`src/rtl/data_memory_arbiter_if.sv`:
```
// Bus bundle between the MEM stage, the DMA/loader port and the single-port data RAM.
// The slave modport is the arbiter's view; the master modport is the surrounding system's view.
interface data_memory_arbiter_if;
  logic        cpu_req;
  logic        cpu_we;
  logic [31:0] cpu_addr;
  logic [31:0] cpu_wdata;
  logic [31:0] cpu_rdata;
  logic        cpu_stall;
  logic        dma_req;
  logic        dma_we;
  logic [31:0] dma_addr;
  logic [31:0] dma_wdata;
  logic [31:0] dma_rdata;
  logic        dma_ack;
  logic [31:0] mem_addr;
  logic [31:0] mem_wdata;
  logic        mem_we;
  logic        mem_re;
  logic [31:0] mem_rdata;
  logic        oob_err;

  modport slave (
    input  cpu_req, cpu_we, cpu_addr, cpu_wdata,
    input  dma_req, dma_we, dma_addr, dma_wdata,
    input  mem_rdata,
    output cpu_rdata, cpu_stall, dma_rdata, dma_ack,
    output mem_addr, mem_wdata, mem_we, mem_re, oob_err
  );

  modport master (
    output cpu_req, cpu_we, cpu_addr, cpu_wdata,
    output dma_req, dma_we, dma_addr, dma_wdata,
    output mem_rdata,
    input  cpu_rdata, cpu_stall, dma_rdata, dma_ack,
    input  mem_addr, mem_wdata, mem_we, mem_re, oob_err
  );
endinterface

```
`src/rtl/data_memory_arbiter.sv`:
```
// CPU-priority arbiter for the single-port data RAM with a DMA starvation guard.
// Grants, stall, ack and RAM controls are combinational; only the FSM, counters and oob flag are registered.
//
//   state     | meaning
//   ----------+-------------------------------------------------------------
//   CPU_PRI   | CPU wins whenever it requests; DMA gets idle CPU cycles
//   DMA_FORCE | DMA starved too long: DMA owns the RAM for up to BURST_LEN grants
module data_memory_arbiter #(
  parameter int          MEMORY_DEPTH = 64,
  parameter logic [31:0] BASE_ADDR    = 32'h1001_0000,
  parameter int          MAX_WAIT     = 4,
  parameter int          BURST_LEN    = 2
) (
  input  logic                  clk,
  input  logic                  reset,
  data_memory_arbiter_if.slave  bus
);

  localparam int WAIT_W  = $clog2(MAX_WAIT + 1);
  localparam int BURST_W = $clog2(BURST_LEN + 1);

  typedef enum logic {CPU_PRI, DMA_FORCE} state_t;

  state_t               state, state_nxt;
  logic [WAIT_W-1:0]    wait_cnt, wait_nxt, wait_inc;
  logic [BURST_W-1:0]   burst_cnt, burst_nxt, burst_inc;
  logic                 oob_q;
  logic                 cpu_gnt, dma_gnt, any_gnt;
  logic                 sel_we, in_range;
  logic [31:0]          sel_addr, sel_wdata, word_idx;

  always_comb begin
    cpu_gnt = 1'b0;
    dma_gnt = 1'b0;
    if (state == DMA_FORCE) begin
      dma_gnt = bus.dma_req;
    end else begin
      cpu_gnt = bus.cpu_req;
      dma_gnt = bus.dma_req & ~bus.cpu_req;
    end
  end

  assign any_gnt   = cpu_gnt | dma_gnt;
  assign sel_addr  = dma_gnt ? bus.dma_addr  : bus.cpu_addr;
  assign sel_wdata = dma_gnt ? bus.dma_wdata : bus.cpu_wdata;
  assign sel_we    = dma_gnt ? bus.dma_we    : bus.cpu_we;
  // Addresses below the base wrap to huge indices and fall out of range naturally.
  assign word_idx  = (sel_addr - BASE_ADDR) >> 2;
  assign in_range  = word_idx < 32'(MEMORY_DEPTH);

  assign bus.cpu_stall = bus.cpu_req & ~cpu_gnt;
  assign bus.dma_ack   = bus.dma_req & dma_gnt;
  assign bus.mem_addr  = any_gnt ? word_idx  : 32'd0;
  assign bus.mem_wdata = any_gnt ? sel_wdata : 32'd0;
  assign bus.mem_we    = any_gnt & sel_we & in_range;
  assign bus.mem_re    = any_gnt & ~sel_we & in_range;
  assign bus.cpu_rdata = (cpu_gnt & ~bus.cpu_we & in_range) ? bus.mem_rdata : 32'd0;
  assign bus.dma_rdata = (dma_gnt & ~bus.dma_we & in_range) ? bus.mem_rdata : 32'd0;
  assign bus.oob_err   = oob_q;

  assign wait_inc  = wait_cnt + WAIT_W'(1);
  assign burst_inc = burst_cnt + BURST_W'(1);

  always_comb begin
    state_nxt = state;
    wait_nxt  = wait_cnt;
    burst_nxt = burst_cnt;
    case (state)
      CPU_PRI: begin
        burst_nxt = '0;
        if (bus.dma_req && cpu_gnt) begin
          if (wait_inc == WAIT_W'(MAX_WAIT)) begin
            state_nxt = DMA_FORCE;
            wait_nxt  = '0;
          end else begin
            wait_nxt = wait_inc;
          end
        end else begin
          wait_nxt = '0;
        end
      end
      DMA_FORCE: begin
        wait_nxt = '0;
        // A dropped request ends the burst early; the CPU regains priority next cycle.
        if (bus.dma_req && (burst_inc != BURST_W'(BURST_LEN))) begin
          burst_nxt = burst_inc;
        end else begin
          state_nxt = CPU_PRI;
          burst_nxt = '0;
        end
      end
      default: begin
        state_nxt = CPU_PRI;
        wait_nxt  = '0;
        burst_nxt = '0;
      end
    endcase
  end

  always_ff @(posedge clk or negedge reset) begin
    if (!reset) begin
      state     <= CPU_PRI;
      wait_cnt  <= '0;
      burst_cnt <= '0;
      oob_q     <= 1'b0;
    end else begin
      state     <= state_nxt;
      wait_cnt  <= wait_nxt;
      burst_cnt <= burst_nxt;
      if (any_gnt && !in_range) begin
        oob_q <= 1'b1;
      end
    end
  end

endmodule
```
`src/flat_wrapper.sv`:
```
// flat-port wrapper written by rule: the top's interface ports become plain ports
module data_memory_arbiter_flat 
#(
  parameter int          MEMORY_DEPTH = 64,
  parameter logic [31:0] BASE_ADDR    = 32'h1001_0000,
  parameter int          MAX_WAIT     = 4,
  parameter int          BURST_LEN    = 2
)
  (clk, reset, bus_cpu_req, bus_cpu_we, bus_cpu_addr, bus_cpu_wdata, bus_dma_req, bus_dma_we, bus_dma_addr, bus_dma_wdata, bus_mem_rdata, bus_cpu_rdata, bus_cpu_stall, bus_dma_rdata, bus_dma_ack, bus_mem_addr, bus_mem_wdata, bus_mem_we, bus_mem_re, bus_oob_err);
  data_memory_arbiter_if bus_i ();
  input  logic clk;
  input  logic reset;
  input wire logic [$bits(bus_i.cpu_req)-1:0] bus_cpu_req;
  input wire logic [$bits(bus_i.cpu_we)-1:0] bus_cpu_we;
  input wire logic [$bits(bus_i.cpu_addr)-1:0] bus_cpu_addr;
  input wire logic [$bits(bus_i.cpu_wdata)-1:0] bus_cpu_wdata;
  input wire logic [$bits(bus_i.dma_req)-1:0] bus_dma_req;
  input wire logic [$bits(bus_i.dma_we)-1:0] bus_dma_we;
  input wire logic [$bits(bus_i.dma_addr)-1:0] bus_dma_addr;
  input wire logic [$bits(bus_i.dma_wdata)-1:0] bus_dma_wdata;
  input wire logic [$bits(bus_i.mem_rdata)-1:0] bus_mem_rdata;
  output wire logic [$bits(bus_i.cpu_rdata)-1:0] bus_cpu_rdata;
  output wire logic [$bits(bus_i.cpu_stall)-1:0] bus_cpu_stall;
  output wire logic [$bits(bus_i.dma_rdata)-1:0] bus_dma_rdata;
  output wire logic [$bits(bus_i.dma_ack)-1:0] bus_dma_ack;
  output wire logic [$bits(bus_i.mem_addr)-1:0] bus_mem_addr;
  output wire logic [$bits(bus_i.mem_wdata)-1:0] bus_mem_wdata;
  output wire logic [$bits(bus_i.mem_we)-1:0] bus_mem_we;
  output wire logic [$bits(bus_i.mem_re)-1:0] bus_mem_re;
  output wire logic [$bits(bus_i.oob_err)-1:0] bus_oob_err;
  assign bus_i.cpu_req = bus_cpu_req;
  assign bus_i.cpu_we = bus_cpu_we;
  assign bus_i.cpu_addr = bus_cpu_addr;
  assign bus_i.cpu_wdata = bus_cpu_wdata;
  assign bus_i.dma_req = bus_dma_req;
  assign bus_i.dma_we = bus_dma_we;
  assign bus_i.dma_addr = bus_dma_addr;
  assign bus_i.dma_wdata = bus_dma_wdata;
  assign bus_i.mem_rdata = bus_mem_rdata;
  assign bus_cpu_rdata = bus_i.cpu_rdata;
  assign bus_cpu_stall = bus_i.cpu_stall;
  assign bus_dma_rdata = bus_i.dma_rdata;
  assign bus_dma_ack = bus_i.dma_ack;
  assign bus_mem_addr = bus_i.mem_addr;
  assign bus_mem_wdata = bus_i.mem_wdata;
  assign bus_mem_we = bus_i.mem_we;
  assign bus_mem_re = bus_i.mem_re;
  assign bus_oob_err = bus_i.oob_err;
  data_memory_arbiter #(.MEMORY_DEPTH(MEMORY_DEPTH), .BASE_ADDR(BASE_ADDR), .MAX_WAIT(MAX_WAIT), .BURST_LEN(BURST_LEN)) u_core (.clk(clk), .reset(reset), .bus(bus_i));
endmodule
```
`config.mk`:
```
export PLATFORM = sky130hd
export DESIGN_NAME = data_memory_arbiter_flat
export DESIGN_NICKNAME = d
export VERILOG_FILES = /design/src/rtl/data_memory_arbiter_if.sv /design/src/rtl/data_memory_arbiter.sv /design/src/flat_wrapper.sv
export SDC_FILE = /design/constraint.sdc
export NUM_CORES = 1
export LEC_CHECK = 0
export BUFFER_PORTS_ARGS = -buffer_cell sky130_fd_sc_hd__buf_2
export CAP_MARGIN = 30
export CORE_AREA = 3 3 117 119
export CTS_CLUSTER_SIZE = 14
export DETAILED_ROUTE_END_ITERATION = 16
export DIE_AREA = 0 0 120 122
export PLACE_DENSITY_LB_ADDON = 0.12
export SYNTH_ARGS = -nofsm -noshare
export SYNTH_HDL_FRONTEND = slang
export SYNTH_SLANG_ARGS = --single-unit
```
`constraint.sdc`:
```
create_clock -name clk -period 3.8 [get_ports clk]
set_clock_uncertainty 0.05 [all_clocks]
set_input_delay 0.38 -clock clk [delete_from_list [all_inputs] [get_ports clk]]
set_output_delay 0.38 -clock clk [all_outputs]
set_load 0.01 [all_outputs]
```
Word level (Yosys, flattened, before mapping)
Index checks and enable logic that the tools add are counted.
W data, S select, Z words.
Cells by class
  eq/ne operators: 2
  muxes and demuxes: 18
  reduce and logical (&&, ||, !) cells: 4
  add/subtract/negate cells: 3
  bitwise logic cells: 18
  order comparisons: 1
Operators with widths (count)
  $mux W32: 5
  $sub A32 B29 Y32 const B: 1
  $lt A30 B7 Y1 const B: 1
  $mux W30: 1
  $and A1 B1 Y1: 11
  $mux W1: 6
  $mux W3: 2
  $not A1 Y1: 6
  $pmux W3 S2: 1
  $pmux W2 S2: 1
  $add A3 B1 Y3 const B: 1
  $eq A3 B3 Y1 const B: 1
  $logic_and A1 B1 Y1: 3
  $add A2 B1 Y2 const B: 1
  $mux W2: 1
  $ne A2 B2 Y1 const B: 1
  $pmux W1 S2: 1
  $logic_not A1 Y1: 1
  $or A1 B1 Y1: 1
Word-level totals
  register bits: 7
  word-level logic and storage cells: 50

Longest topological paths before layout
  depth after elaboration: 8
  gate-level depth with buffers: 18

Worst setup path before layout
OpenSTA, ideal clock, no wires.
  path kind: reg2out
  start point: register u_core.state
  end point: output port bus_dma_rdata[10]
  cell stages (with the launch flop): 13
  slack: -166 ps
  arrival: 3536 ps
  buffers on the path: 3
  cell sequence: dfrtp_1 nand2b_1 buf_4 nand2_4 buf_1 mux2i_1 ha_1 or4b_2 a2111oi_0 o21ai_0 or4_4 buf_2 nor4_1
On the way
  longest elaborated chain between the ends: 6
  elaborated cells on any way between the ends: 7
  those cells by class: add/sub: 1; order compare: 1; mux: 3; bitwise: 2
RTL lines
  start, declared: line data_memory_arbiter.sv:24  | state_t state, state_nxt;
  start signal, assigned: line data_memory_arbiter.sv:107  | state <= state_nxt;
  $mux W1 *: line data_memory_arbiter.sv:35  | if (state == DMA_FORCE) begin
  $mux W32: line data_memory_arbiter.sv:44  | assign sel_addr = dma_gnt ? bus.dma_addr : bus.cpu_addr;
  $sub A32 B29 Y32: line data_memory_arbiter.sv:48  | assign word_idx = (sel_addr - BASE_ADDR) >> 2;
  $lt A30 B7 Y1: line data_memory_arbiter.sv:49  | assign in_range = word_idx < 32'(MEMORY_DEPTH);
  $and A1 B1 Y1 *: line data_memory_arbiter.sv:58  | assign bus.dma_rdata = (dma_gnt & ~bus.dma_we & in_range) ? bus.mem_rdata : 32'd0;
  $mux W32 *: line data_memory_arbiter.sv:58
  end, declared: line flat_wrapper.sv:24  | output wire logic [$bits(bus_i.dma_rdata)-1:0] bus_dma_rdata;
Every way passes the cells marked *; elsewhere a longest branch is shown, timed or not.

Final worst setup path
  start point: register u_core.state
  end point: output port bus_dma_rdata[11]
The elaborated chain is that of the path after synthesis.

==> results.md <==
* Status: finished with violations
* Failing checks: setup timing
* Worst-path clk slew at 40 ps
* Mapped Area at 2658 um^2
* Minimum clock period at 3846 ps
* Synth Area in Adders at 0.02354
* Max-Cap Viols at 0
* Pwr dens at 129.1 nW/um^2
* Port-buffer cells at 292
* Post-synthesis mux area share at 0.02637
* Hpwl dp at 10,940 um
* Pwr Total at 0.0006605 W
* Xor/xnor share of the synthesized area at 0.07580
* Fill count at 1,354
* Crit path kind: register to primary output
* Antenna cell count at 0
* Pre-Repair DR Iteration Count at 4
* Die area at 14,640 um^2
* Cell Chain, Critical Path: nand2b_4 > nand2_8 > mux2i_4 > ha_2 > or4b_4 > a2111oi_4 > o21ai_2 > or4_4 > buf_12 > buf_16 > nor4_4 > buf_2
* Number of flops mapped to enable cells by yosys at 0
* Simple-Gate Fraction of Synth Area at 0.4708
* Routed wire length at 13,960 um
* Max Slew Vio Count at 0
* TritonCTS buffer count at 3
* Largest net degree at the start of global routing at 67
* First-pass GRT wire length at 20,470 um
* Synth warnings at 0
* Post-DRT Antenna Nets at 0
* Layout cell share with drive strength beyond 1 at 0.6256
* Max-slew headroom at 0.2722
* Slowest CP cell: or4_4
* Gr ovfl total at 0
* Final Instance Count excl. Fillers at 829
* Die span in x at 120 um
* IO Pins at 299
* Worst-path fanout max at 5
* Worst-skew pair later-pin latency at 230 ps
* Number of setup violations in the final report at 10
* Clk root buf: clkbuf_16
* Final Wtd Congestion at 0.8306
* Core Area at 12,670 um^2
* Largest stage delay on the critical path at 610 ps
* Final #Nets at 829
* Slew of the pin with the lowest slew margin at 1092 ps
* Flops & latches, synth at 7
* Crit. End Element: primary output
* Core Util, Final at 0.4037
* DR vias at 4,022
* Worst Path Arrival at 3420 ps
* Clock sink count at 7
* Max IR drop VDD at 0.1049 mV
* CTS tree: done
* Ys async rst share at 1.000
* H-tree depth at 1
* FP Rows at 41
* Area of the multi-input gates at 2561 um^2
* Residual DRC count at 0
* Main combinational cell family by area after synthesis: simple AND/OR/NAND/NOR gates
* Critical Path RT at 3370 ps
* Setup total negative slack at -186.0 ps
* Placed Cells at 811
* Hold Crit Class: register to register
* Final worst slack at -45.77 ps
* Top_reg_cell synth: dfrtp_1
* Via/cell ratio at 4.852
* Initial Util at 0.2097
* Critical Path Source Type: register
* Distinct cells, synth at 53
* Final Cycle Share at 1.012
* WL/cell at 16.84 um
* Number of global-route vias before repair at 3,833
* Synthesized area per cell at 7.183 um^2
* Sequential share of the synthesized area at 0.06591
* Reg area at 175.2 um^2
* Fin. Hold Viols at 0
* Leakage at 2.592 nW
* Deepest clock path buffer count at 2
* Mapped Cells at 370
* Die extent in y at 122 um
* Synth Area in Compound Gates at 0.2067
* Total global-route track usage at 0.1683
* Synth-to-Final Area Change at 92.47%
* RSZ-0062 raised after global routing: yes
* Fmax at 260.0 MHz
* Initial antenna violation count at 0
* Initial detailed-routing violation count at 200
[cell usage in the layout, fill, tap and decap left out, types with 2 or more instances in the layout]
cell and n:
ha_1 3, inv_1 38, or3_1 4, nor2b_1 5, nand2_1 30, and3_1 3
a221oi_1 2, nor3_1 9, buf_2 292, xor2_1 14, a211oi_2 2, nor4_2 47
nor3_2 2, buf_12 5, a21oi_1 6, xnor2_1 8, nand4_1 5, a22o_1 38
o22ai_1 4, and2_1 2, clkbuf_16 5, nor4_1 6, dfrtp_1 7, mux2i_1 5
nor4_4 18, nand3_1 12, nor2_1 18, o21ai_0 4, conb_1 2, a31oi_1 2
buf_16 5, nand4b_1 3, nand3b_1 2, buf_4 16
[cell type report]
| cell class | count | share of cell area |
|---|---|---|
| inverters | 39 | 0.02862 |
| clock buffers | 4 | 0.01541 |
| flip-flops and latches | 7 | 0.03425 |
| multi-input cells | 283 | 0.5007 |
| well taps | 172 | 0.04207 |
| repair buffers | 324 | 0.3789 |
[state kept, by name, indices dropped and copies added (netlist names)]
| register | count |
|---|---|
| u_core.burst_cnt | 2 |
| u_core.state | 1 |
| u_core.wait_cnt | 3 |
| u_core.bus.oob_err | 1 |
[timing repair]
action | 4_1_cts | 5_1_grt
gates resized for setup | 27 | 19
gates cloned | 5 | 3
buffers inserted | 3 | 2
endpoints found under the setup margin | 66 | 66
hold buffers | 1 | 0
hold endpoints to repair | 7 | 0
pin swaps | 14 | 3
[cell families after synthesis]
group,Yosys count
simple gates,177
buf+inv,81
compound gates,69
xor+xnor,23
mux,7
flops,7
fa+ha+maj,5
other cells,1
[per-stage QoR]
step	worst slack [ps]	hold slack [ps]	cell area, um^2
detailed placement	-143.3	176.0	4496
floorplan	-42.96	34.41	2810
CTS	-47.10	380.2	4895
global placement	-90.89	174.6	4476
global route	-179.4	402.5	5115
finish	-45.77	376.7	5115
[report_power, final]
group	total [W]	internal [W]	switching (W)
sequential	0.0000768	0.0000759	0.000000840
combinational	0.000404	0.000178	0.000225
clock	0.000180	0.000140	0.0000405
[worst max-delay path: cells and delay by family, from the launching register on]
| family | cells | cell delay [ps] |
|---|---|---|
| compound gates | 2 | 320 |
| fa+ha+maj | 1 | 200 |
| buf+inv | 3 | 500 |
| flops | 1 | 360 |
| mux | 1 | 230 |
| simple gates | 5 | 1570 |
[synth_stat cells (8+ instances only)]
library cell / n / area [um^2]
clkbuf_1: 21 / 78.83
inv_1: 38 / 142.6
xor2_1: 15 / 131.4
nor4_1: 31 / 193.9
nand3_1: 13 / 65.06
nor4_2: 39 / 488.0
nor3_1: 10 / 50.05
nand2_1: 30 / 112.6
xnor2_1: 8 / 70.07
nor2_1: 18 / 67.56
buf_1: 10 / 37.54
a22o_1: 38 / 332.8
[per-layer routing]
layer	vias to the layer above	wire length, um	global-route usage
met2	149	6965	0.2880
met3	15	814	0.02925
met4	0	153	0.02076
met1	1905	6025	0.2281
li1	1953	-	-
met5	-	0	0
[path summary, 6_finish.rpt]
kind                            slack [ps]  cells past startpoint                  end           startpoint
worst max-delay path                   -50                     12    bus_dma_rdata[11]         u_core.state
max in group asynchronous             3070                      2   u_core.bus.oob_err                reset
min in group asynchronous              470                      2  u_core.burst_cnt[1]                reset
worst min-delay path                   380                      1  u_core.burst_cnt[0]  u_core.burst_cnt[0]
worst min register to register         380                      1  u_core.burst_cnt[0]  u_core.burst_cnt[0]
worst max register to register        1310                     10   u_core.bus.oob_err         u_core.state
Power figures use the tool's default switching activity.
